### config.mk
export PLATFORM = sky130hd
export DESIGN_NAME = mem_port_arbiter
export DESIGN_NICKNAME = d
export VERILOG_FILES = /design/src/rtl/mem_port_arbiter.sv
export SDC_FILE = /design/constraint.sdc
export NUM_CORES = 1
export LEC_CHECK = 0
export CORE_ASPECT_RATIO = 1.4
export CORE_UTILIZATION = 37
export CTS_CLUSTER_DIAMETER = 80
export DETAILED_ROUTE_END_ITERATION = 8
export GPL_TIMING_DRIVEN = 0
export HOLD_SLACK_MARGIN = 0.1
export PLACE_DENSITY_LB_ADDON = 0.25
export SETUP_SLACK_MARGIN = 0.02
export SYNTH_ARGS = -nofsm -noshare
export SYNTH_HDL_FRONTEND = slang
export SYNTH_SLANG_ARGS = --single-unit
export TNS_END_PERCENT = 50
### constraint.sdc
create_clock -name clk -period 1.9 [get_ports clk]
set_input_delay 0.38 -clock clk [delete_from_list [all_inputs] [get_ports clk]]
set_output_delay 0.38 -clock clk [all_outputs]
set_load 0.03 [all_outputs]
### src/rtl/mem_port_arbiter.sv
// Arbitrates the single-port data/stack memory between the CPU control path and an
// external loader/debug requester. Every access runs IDLE -> ISSUE -> WAIT -> DONE.
module mem_port_arbiter #(
  parameter int MEM_LAT      = 1,
  parameter int CPU_PRIORITY = 0,
  parameter int AW           = 16,
  parameter int DW           = 16
) (
  input  logic          clk,
  input  logic          reset,
  // Handshake: a requester raises req with we/addr/wdata stable and keeps it high until
  // it sees done. done is a one-cycle acknowledge and is the only qualifier of rdata.
  input  logic          cpu_req,
  input  logic          cpu_we,
  input  logic [AW-1:0] cpu_addr,
  input  logic [DW-1:0] cpu_wdata,
  output logic [DW-1:0] cpu_rdata,
  output logic          cpu_done,
  input  logic          ext_req,
  input  logic          ext_we,
  input  logic [AW-1:0] ext_addr,
  input  logic [DW-1:0] ext_wdata,
  output logic [DW-1:0] ext_rdata,
  output logic          ext_done,
  output logic          mem_en,
  output logic          mem_we,
  output logic [AW-1:0] mem_addr,
  output logic [DW-1:0] mem_wdata,
  input  logic [DW-1:0] mem_rdata,
  output logic          busy,
  output logic          owner
);

  localparam logic [1:0] ST_IDLE  = 2'd0;
  localparam logic [1:0] ST_ISSUE = 2'd1;
  localparam logic [1:0] ST_WAIT  = 2'd2;
  localparam logic [1:0] ST_DONE  = 2'd3;

  localparam logic [3:0] LAT_LOAD = 4'(MEM_LAT - 1);

  if (MEM_LAT < 1 || MEM_LAT > 15) begin : g_bad_mem_lat
    $error("mem_port_arbiter: MEM_LAT=%0d is outside 1..15", MEM_LAT);
  end

  logic [1:0]    state;
  logic [3:0]    lat_cnt;
  logic          last_grant;
  logic          lat_we;
  logic [AW-1:0] lat_addr;
  logic [DW-1:0] lat_wdata;
  logic          grant_ext;

  // A lone requester always wins; on a tie the CPU wins under fixed priority,
  // otherwise whichever side was not granted last.
  always_comb begin
    grant_ext = ext_req;
    if (cpu_req && ext_req) begin
      grant_ext = (CPU_PRIORITY != 0) ? 1'b0 : ~last_grant;
    end
  end

  always_ff @(posedge clk) begin
    if (reset) begin
      state      <= ST_IDLE;
      lat_cnt    <= '0;
      last_grant <= 1'b1;
      owner      <= 1'b0;
      lat_we     <= 1'b0;
      lat_addr   <= '0;
      lat_wdata  <= '0;
      cpu_rdata  <= '0;
      ext_rdata  <= '0;
    end else begin
      case (state)
        ST_IDLE: begin
          if (cpu_req || ext_req) begin
            owner      <= grant_ext;
            last_grant <= grant_ext;
            lat_we     <= grant_ext ? ext_we    : cpu_we;
            lat_addr   <= grant_ext ? ext_addr  : cpu_addr;
            lat_wdata  <= grant_ext ? ext_wdata : cpu_wdata;
            state      <= ST_ISSUE;
          end
        end
        ST_ISSUE: begin
          lat_cnt <= LAT_LOAD;
          state   <= ST_WAIT;
        end
        ST_WAIT: begin
          if (lat_cnt == 4'd0) begin
            if (!lat_we) begin
              if (owner) begin
                ext_rdata <= mem_rdata;
              end else begin
                cpu_rdata <= mem_rdata;
              end
            end
            state <= ST_DONE;
          end else begin
            lat_cnt <= lat_cnt - 4'd1;
          end
        end
        ST_DONE: begin
          state <= ST_IDLE;
        end
        default: begin
          state <= ST_IDLE;
        end
      endcase
    end
  end

  // Memory-side signals hold the latched access for its whole life and are zero in IDLE.
  assign busy      = (state != ST_IDLE);
  assign mem_en    = (state == ST_ISSUE);
  assign mem_we    = busy & lat_we;
  assign mem_addr  = busy ? lat_addr  : '0;
  assign mem_wdata = busy ? lat_wdata : '0;
  assign cpu_done  = (state == ST_DONE) & ~owner;
  assign ext_done  = (state == ST_DONE) &  owner;

endmodule

==> results of run 1 <==
[through the flow]
step | setup TNS (ps) | utilization | cells | total power, mW
final | -59.0 | 0.664 | 652 | 7.88
after global routing | -3090 | 0.664 | 652 | 8.28
after CTS | -1860 | 0.624 | 644 | 7.24
after detailed placement | -37590 | 0.578 | 625 | 5.16
after global placement | -36350 | 0.578 | 625 | 5.12
after floorplan | 0 | - | 365 | 3.96
[timing repair]
action,CTS,global route
resized for setup,243,86
pin swaps,0,4
endpoints found under the setup margin,101,94
hold buffers,0,0
buffers inserted,2,7
gates cloned,2,2
[power by group]
group	switching (mW)	internal (mW)	total (mW)
combinational	2.19	1.94	4.13
clock	0.612	1.00	1.61
sequential	0.225	1.91	2.14
total	3.03	4.86	7.88
[per-layer routing]
metal / GRT usage / up-vias / share of wire
li1: - / 1607 / -
met1: 0.237 / 1535 / 0.38
met2: 0.385 / 134 / 0.52
met3: 0.0653 / 15 / 0.077
met4: 0.106 / 0 / 0.022
met5: 0 / - / 0
[final timing paths]
check	to	cells past startpoint	slack, ps	startpoint
setup reg to reg	ext_rdata[13]	6	20	lat_cnt[1]
hold reg to reg	ext_rdata[9]	2	460	ext_rdata[9]
setup / recovery	mem_wdata[6]	6	-40	state[1]
hold / removal	ext_rdata[9]	2	460	ext_rdata[9]
[cell type report]
class,count,area (µm²),share of cell area
Buffer,27,220,0.0381
Clock buffer,11,233,0.0403
Clock inverter,4,45.0,0.00779
Inverter,9,41.3,0.00714
Multi-Input combinational cell,255,1950,0.337
Sequential cell,73,1470,0.255
Tap cell,105,131,0.0227
Timing Repair Buffer,168,1690,0.292
[state kept, by name (all words and copies together) (netlist names)]
signal and cells:
cpu_rdata 16, ext_rdata 16, last_grant 1, lat_addr 16, lat_cnt 4, lat_wdata 16
lat_we 1, owner 1, state 2
[worst reg2reg max path: stages (launching register included)]
cell and delay (ps):
dfxtp_2 330, inv_2 80, ha_4 130, or3b_4 410
or4_4 530, buf_8 170, mux2i_1 120
[cells in the mapped netlist (all sizes together), types with 3 or more instances]
library cell	instances	area (µm²)
nor2b	35	219
nor2	4	15.0
buf	8	56.3
nand2	51	191
o21ai	30	150
inv	9	33.8
clkbuf	20	75.1
nand3	3	15.0
ha	6	75.1
mux2i	67	671
a21oi	33	165
a211oi	4	30.0
dfxtp	73	1460
[kinds of logic (layout without fill, tap and decap cells)]
family          after synthesis  in the layout
mux                          67             67
simple gates                107            107
buf+inv                      37            219
compound gates               75             75
fa+ha+maj                     6              6
flops                        73             73
==> flow_metrics.env, run 1 <==
export IMPL_syn_inst=365
export IMPL_routedWlPerCell_um=15.7
export IMPL_placed_cell_area_um2=5040
export IMPL_synth_simple_area_share=0.169
export IMPL_grt_max_degree=12
export IMPL_synthDistinctLibCells=33
export IMPL_finClkSkew_ps=7.44
export IMPL_worstPathArrival_ps=1560
export IMPL_first_pass_iters=4
export IMPL_cp_num_buf_inv=4
export IMPL_crit_path_end_kind="output pin"
export IMPL_power_density_nw_per_um2=1360
export IMPL_cpPeakStageDelay_ps=370
export IMPL_die_h_um=115
export IMPL_via_count=3291
export IMPL_fill_cells=736
export IMPL_worstMarginPinSlew_ps=572
export IMPL_synth_area_um2=3350
export IMPL_finalWirelength_um=10200
export IMPL_cts_buffers=9
export IMPL_viasPerCell=5.05
export IMPL_synth_compound_area_frac=0.124
export IMPL_detailed_place_hpwl_um=7110
export IMPL_synth_edf_count=0
export IMPL_num_io_pins=156
export IMPL_fmax_mhz=516
export IMPL_setup_viol=7
export IMPL_synth_fa_ha_area_frac=0.0224
export IMPL_die_x_um=82.5
export IMPL_final_cell_mix="clkdlybuf4s50_1 (117), dfxtp_1 (69), mux2i_1 (67)"
export IMPL_slew_headroom=0.618
export IMPL_cp_max_fo=8
export IMPL_worst_setup_path_start_kind="register"
export IMPL_grt_pass1_wl_um=15600
export IMPL_antenna_found_initial=0
export IMPL_cts_buffer_depth=2
export IMPL_violations="negative setup slack"
export IMPL_async_reset_ff_frac=0
export IMPL_crit_type="reg -> out"
export IMPL_status="finished with violations"
export IMPL_place_ws_ps=-656
export IMPL_path_common_cell="clkbuf_16"
export IMPL_path_cells="inv_4 > ha_4 > clkbuf_16 > clkbuf_16 > nor2b_1 > buf_4"
export IMPL_timing_hold_ws_ps=458
export IMPL_synth_xor_area_frac=0
export IMPL_cts_tree="built"
export IMPL_first_iter_violations=76
export IMPL_ir_drop_uv=818
export IMPL_cts_sinks=73
export IMPL_hold_class="reg -> reg"
export IMPL_yosys_warnings=0
export IMPL_clock_latency_ps=340
export IMPL_syn_avg_cell_area_um2=9.19
export IMPL_grt_pass1_vias=3293
export IMPL_hold_violations=0
export IMPL_critPathSlowestCell="dfxtp_4"
export IMPL_initial_utilization=0.385
export IMPL_rsz0062_at_grt="yes"
export IMPL_yosysSeqAreaShare=0.436
export IMPL_h_tree_depth=3
export IMPL_core_area_um2=8710
export IMPL_io_buffers=155
export IMPL_post_route_drc_count=0
export IMPL_layout_commonest_cell="clkdlybuf4s50_1"
export IMPL_track_usage=0.221
export IMPL_synthMuxAreaShare=0.200
export IMPL_syn_to_final_growth_pct=72.4
export IMPL_clock_root_buffer="clkbuf_16"
export IMPL_drv_slew=0
export IMPL_post_route_min_period_ps=1940
export IMPL_synth_top_family_by_area="multiplexers"
export IMPL_ys_flop_type="dfxtp_1"
export IMPL_cpLargestDelayFamily="buffers and inverters"
export IMPL_rows=40
export IMPL_postRouteAntennaNets=0
export IMPL_fin_crit_sh=1.02
export IMPL_drive_above_1_share=0.212
export IMPL_fin_area_um2=5780
export IMPL_p_leak_nw=2.36
export IMPL_syn_num_nets=457
export IMPL_fp_dieArea_um2=9450
export IMPL_nNetsFinal=635
export IMPL_diodes=0
export IMPL_setup_slack_ps=-37.5
export IMPL_gp_congestion=0.762
export IMPL_ys_ff_latch=73
export IMPL_cap_viol_max_count=0
export IMPL_path_clk_slew_ps=50
export IMPL_grt_ovfl_total=0
export IMPL_cp_required_ps=1520
No activity file was read; power rests on OpenSTA's default activity.
==> run 2: changes to the inputs <==
--- a/config.mk
+++ b/config.mk
@@ -6,6 +6,7 @@
 export NUM_CORES = 1
 export LEC_CHECK = 0
 export CORE_ASPECT_RATIO = 1.4
+export CORE_MARGIN = 2
 export CORE_UTILIZATION = 37
 export CTS_CLUSTER_DIAMETER = 80
 export DETAILED_ROUTE_END_ITERATION = 8
@@ -13,6 +14,7 @@
 export HOLD_SLACK_MARGIN = 0.1
 export PLACE_DENSITY_LB_ADDON = 0.25
 export SETUP_SLACK_MARGIN = 0.02
+export SLEW_MARGIN = 0
 export SYNTH_ARGS = -nofsm -noshare
 export SYNTH_HDL_FRONTEND = slang
 export SYNTH_SLANG_ARGS = --single-unit
==> run 2 against run 1 <==
Effect of this change: the run now ends clean; register-to-register slack gained 60 ps; clock power hardly changed; maximum frequency increased by 2.2%; clock-buffer cell count up 2; die area rose by 4.2%; sequential share of layout area grew 0.17 points; power shrank 1.5%; wire length is 3.8% lower; combinational power is 2% lower; worst hold slack got worse by 3.7 ps.
==> flow_metrics.env, run 2 (synthesis gave the netlist of run 1 again) <==
export IMPL_cts_sinks=73
export IMPL_die_h_um=117
export IMPL_postRouteAntennaNets=0
export IMPL_drive_above_1_share=0.206
export IMPL_worst_setup_path_start_kind="register"
export IMPL_fp_dieArea_um2=9850
export IMPL_hold_violations=0
export IMPL_ir_drop_uv=833
export IMPL_core_area_um2=8930
export IMPL_antenna_found_initial=0
export IMPL_cp_required_ps=1520
export IMPL_cts_buffers=9
export IMPL_rows=41
export IMPL_p_int_mw=4.80
export IMPL_crit_path_end_kind="output pin"
export IMPL_p_clk_frac=0.204
export IMPL_routedWlPerCell_um=15.1
export IMPL_viasPerCell=4.99
export IMPL_fin_crit_sh=0.998
export IMPL_rsz0062_at_grt="yes"
export IMPL_path_clk_slew_ps=50
export IMPL_die_x_um=84.5
export IMPL_crit_type="reg -> out"
export IMPL_num_io_pins=156
export IMPL_gp_congestion=0.874
export IMPL_finClkSkew_ps=4.81
export IMPL_initial_utilization=0.376
export IMPL_place_ws_ps=-692
export IMPL_diodes=0
export IMPL_switching_power_mw=2.97
export IMPL_first_pass_iters=4
export IMPL_clock_latency_ps=330
export IMPL_worstPathArrival_ps=1520
export IMPL_grt_max_degree=12
export IMPL_post_route_min_period_ps=1900
export IMPL_grt_ovfl_total=0
export IMPL_layout_commonest_cell="clkdlybuf4s50_1"
export IMPL_finalWirelength_um=9840
export IMPL_cp_max_fo=4
export IMPL_drv_slew=0
export IMPL_syn_to_final_growth_pct=70.6
export IMPL_p_total_mw=7.77
export IMPL_setup_slack_ps=3.65
export IMPL_via_count=3245
export IMPL_placed_cell_area_um2=5040
export IMPL_track_usage=0.193
export IMPL_fin_area_um2=5720
export IMPL_clock_root_buffer="clkbuf_16"
export IMPL_setup_viol=0
export IMPL_io_buffers=155
export IMPL_final_cell_mix="clkdlybuf4s50_1 (117), dfxtp_1 (69), mux2i_1 (67)"
export IMPL_cts_buffer_depth=2
export IMPL_grt_pass1_vias=3259
export IMPL_cts_tree="built"
export IMPL_power_density_nw_per_um2=1360
export IMPL_first_iter_violations=103
export IMPL_fill_cells=791
export IMPL_worstMarginPinSlew_ps=543
export IMPL_p_leak_nw=2.33
export IMPL_combPwrFrac=0.522
export IMPL_fmax_mhz=527
export IMPL_nNetsFinal=631
export IMPL_detailed_place_hpwl_um=7100
export IMPL_hold_class="reg -> reg"
export IMPL_slew_headroom=0.638
export IMPL_pwr_share_seq=0.274
export IMPL_swShare=0.382
export IMPL_post_route_drc_count=0
export IMPL_cap_viol_max_count=0
export IMPL_grt_pass1_wl_um=15200
export IMPL_status="finished clean"
export IMPL_h_tree_depth=3
export IMPL_hold_buffers=0
run 2: cell types whose count changed in the layout (fill, tap and decap cells not counted), moves of 3 or more:
cell	previous run	this run
buf_6	28	22
buf_12	2	5
inv_2	3	6
clkbuf_8	0	3
nor2b_4	25	22
inv_4	3	0
buf_4	15	11
run 2: worst max-delay path, cell delays in order, from the launching register on:
cell	delay, ps
dfxtp_4	350
buf_4	130
ha_1	220
and2_1	160
clkdlybuf4s15_1	330
run 2: area by class of cell:
type / instances / area, µm² / area share
Multi-Input combinational cell: 255 / 1930 / 0.337
Timing Repair Buffer: 164 / 1670 / 0.292
Sequential cell: 73 / 1470 / 0.257
Clock buffer: 13 / 270 / 0.0472
Buffer: 27 / 205 / 0.0359
Tap cell: 107 / 134 / 0.0234
Inverter: 9 / 33.8 / 0.00590
Clock inverter: 2 / 12.5 / 0.00219
run 2: stage by stage:
stage / TNS (ps) / hold slack [ps] / cells / utilization
2_1_floorplan: 0 / 468 / 365 / -
3_3_place_gp: -32880 / 444 / 627 / 0.564
4_1_cts: -746 / 460 / 647 / 0.611
5_1_grt: -165 / 476 / 650 / 0.641
3_5_place_dp: -35050 / 449 / 627 / 0.564
6_report: 0 / 455 / 650 / 0.641
run 2: path summary, 6_finish.rpt:
path | end | slack (ps) | startpoint | cells past startpoint
min reg2reg | ext_rdata[9] | 450 | ext_rdata[9] | 2
max | ext_done | 4 | state[0] | 4
min | ext_rdata[9] | 450 | ext_rdata[9] | 2
max reg2reg | ext_rdata[0] | 80 | lat_cnt[0] | 6
run 2: per-layer routing:
layer	wire [µm]	vias to the layer above	GRT usage	part of all wire
met5	0	-	0	0
met4	192	0	0.0688	0.020
met3	855	14	0.0693	0.087
met2	4920	130	0.352	0.50
met1	3870	1492	0.207	0.39
li1	-	1609	-	-
run 2: power groups by stage:
stage	Sequential (mW)	Combinational [mW]	Clock, mW
3_5_place_dp	2.12	3.05	0
4_1_cts	2.11	3.44	1.63
6_report	2.13	4.05	1.59
3_3_place_gp	2.10	3.03	0
5_1_grt	2.17	4.31	1.69
2_1_floorplan	2.22	1.74	0
run 2: repair_timing:
item                       in CTS  in global routing
gates resized for setup       243                 62
setup buffers                   3                  2
setup endpoints to repair     100                 71
pin swaps                       3                  1
gates cloned                    2                  2
==> run 3: changes to the inputs <==
--- a/config.mk
+++ b/config.mk
@@ -7,13 +7,15 @@
 export LEC_CHECK = 0
 export CORE_ASPECT_RATIO = 1.4
 export CORE_MARGIN = 2
-export CORE_UTILIZATION = 37
+export CORE_UTILIZATION = 38
+export CTS_BUF_LIST = sky130_fd_sc_hd__clkbuf_2
 export CTS_CLUSTER_DIAMETER = 80
 export DETAILED_ROUTE_END_ITERATION = 8
 export GPL_TIMING_DRIVEN = 0
 export HOLD_SLACK_MARGIN = 0.1
 export PLACE_DENSITY_LB_ADDON = 0.25
 export SETUP_SLACK_MARGIN = 0.02
+export SKIP_CTS_REPAIR_TIMING = 1
 export SLEW_MARGIN = 0
 export SYNTH_ARGS = -nofsm -noshare
 export SYNTH_HDL_FRONTEND = slang
==> run 3 against run 2 <==
Effect of this change: the run now ends with negative setup slack left; combinational power fell by 7.9%; worst setup slack worse by 240 ps; sequential share of layout area grew 0.94 points; worst hold slack got worse by 14 ps; cell count decreased by 0.62%; clock-buffer cell count fell by 4; maximum frequency decreased by 11%; sequential cell count unchanged; wire length decreased by 0.44%; design area is 3.6% lower; largest cell class is now buffers.
==> flow_metrics.env, run 3 (synthesis gave the netlist of run 1 again) <==
export IMPL_die_x_um=83.4
export IMPL_fin_area_um2=5510
export IMPL_placed_cell_area_um2=5040
export IMPL_status="finished with violations"
export IMPL_holdPathStages=3
export IMPL_rows=40
export IMPL_worstPathArrival_ps=1760
export IMPL_rr_endpoint="ext_rdata[13]"
export IMPL_slew_headroom=0.633
export IMPL_place_ws_ps=-714
export IMPL_first_pass_iters=4
export IMPL_crit_type="reg -> out"
export IMPL_post_route_min_period_ps=2140
export IMPL_cp_num_buf_inv=4
export IMPL_worst_path_stages=6
export IMPL_crit_end="mem_wdata[2]"
export IMPL_fin_crit_sh=1.13
export IMPL_final_cell_mix="clkdlybuf4s50_1 (85), dfxtp_1 (70), mux2i_1 (66)"
export IMPL_fp_dieArea_um2=9600
export IMPL_initial_utilization=0.392
export IMPL_path_clk_slew_ps=180
export IMPL_fmax_mhz=467
export IMPL_final_cells=646
export IMPL_cts_sinks=73
export IMPL_timing_hold_ws_ps=440
export IMPL_post_route_drc_count=0
export IMPL_finClkSkew_ps=22.7
export IMPL_path_common_cell="buf_12"
export IMPL_h_tree_depth=3
export IMPL_detailed_place_hpwl_um=7290
export IMPL_critPathSlowestCell="dfxtp_2"
export IMPL_cts_buffer_depth=2
export IMPL_place_inst=625
export IMPL_cpPeakStageDelay_ps=390
export IMPL_clock_latency_ps=510
export IMPL_ir_drop_uv=773
export IMPL_worstMarginPinSlew_ps=550
export IMPL_gp_congestion=0.774
export IMPL_cts_buffers=9
export IMPL_reg2reg_from="lat_cnt[1]"
export IMPL_cp_required_ps=1520
export IMPL_drive_above_1_share=0.200
export IMPL_first_iter_violations=82
export IMPL_ff2ff_path_depth=7
export IMPL_fin_setup_tns_ps=-6600
export IMPL_hold_violations=0
export IMPL_drv_slew=0
export IMPL_routedWlPerCell_um=15.2
export IMPL_setup_slack_ps=-241
export IMPL_antenna_found_initial=0
export IMPL_viasPerCell=4.96
export IMPL_grt_max_degree=12
export IMPL_cts_tree="built"
export IMPL_via_count=3204
export IMPL_hold_class="in -> reg"
export IMPL_postRouteAntennaNets=0
export IMPL_track_usage=0.199
export IMPL_cap_viol_max_count=0
export IMPL_nNetsFinal=630
export IMPL_rsz0062_at_grt="yes"
export IMPL_cp_max_fo=10
export IMPL_diodes=0
export IMPL_final_util=0.644
export IMPL_path_cells="inv_1 > ha_4 > buf_12 > buf_12 > nor2b_1 > buf_4"
export IMPL_layout_commonest_cell="clkdlybuf4s50_1"
export IMPL_violations="negative setup slack"
export IMPL_crit_path_end_kind="output pin"
export IMPL_core_area_um2=8560
export IMPL_power_density_nw_per_um2=1230
export IMPL_die_h_um=115
export IMPL_finalWirelength_um=9800
export IMPL_grt_pass1_vias=3291
export IMPL_rrSetupSlack_ps=-30
export IMPL_syn_to_final_growth_pct=64.4
export IMPL_startpoint="state[1]"
export IMPL_p_leak_nw=2.81
export IMPL_grt_pass1_wl_um=15400
export IMPL_num_io_pins=156
export IMPL_setup_viol=42
export IMPL_p_total_mw=6.77
export IMPL_io_buffers=155
export IMPL_cpLargestDelayFamily="buffers and inverters"
export IMPL_worst_setup_path_start_kind="register"
export IMPL_grt_ovfl_total=0
export IMPL_clock_root_buffer="clkbuf_2"
## run 3: worst min path at each step
stage | endpoint | startpoint
3_3_place_gp | ext_rdata[0] | ext_rdata[0]
3_5_place_dp | ext_rdata[8] | ext_rdata[8]
4_1_cts | cpu_rdata[7] | mem_rdata[7]
5_1_grt | cpu_rdata[5] | mem_rdata[5]
6_report | ext_rdata[12] | mem_rdata[12]
2_1_floorplan | state[1] | state[1]
## run 3: final cells by class
type / count / area, µm²
Sequential cell: 73 / 1470
Clock inverter: 5 / 72.6
Multi-Input combinational cell: 255 / 1840
Fill cell: 739 / 3040
Timing Repair Buffer: 163 / 1730
Buffer: 27 / 188
Tap cell: 105 / 131
Inverter: 9 / 36.3
Clock buffer: 9 / 45.0
## run 3: where the power goes
group / leakage (nW) / internal, mW / switching [mW]
clock: 0.0727 / 0.412 / 0.523
sequential: 0.600 / 1.90 / 0.202
combinational: 2.14 / 1.70 / 2.03
total: 2.81 / 4.02 / 2.75
## run 3: layer usage
layer,track usage,vias to the layer above,share of wire
li1,-,1594,-
met1,0.222,1472,0.40
met2,0.358,129,0.51
met3,0.0632,9,0.079
met4,0.0667,0,0.010
met5,0,-,0
## run 3: tightest hold or removal path, stage by stage
cell             delay, ps
clkdlybuf4s50_1        400
nand2_1                 80
mux2i_1                 60
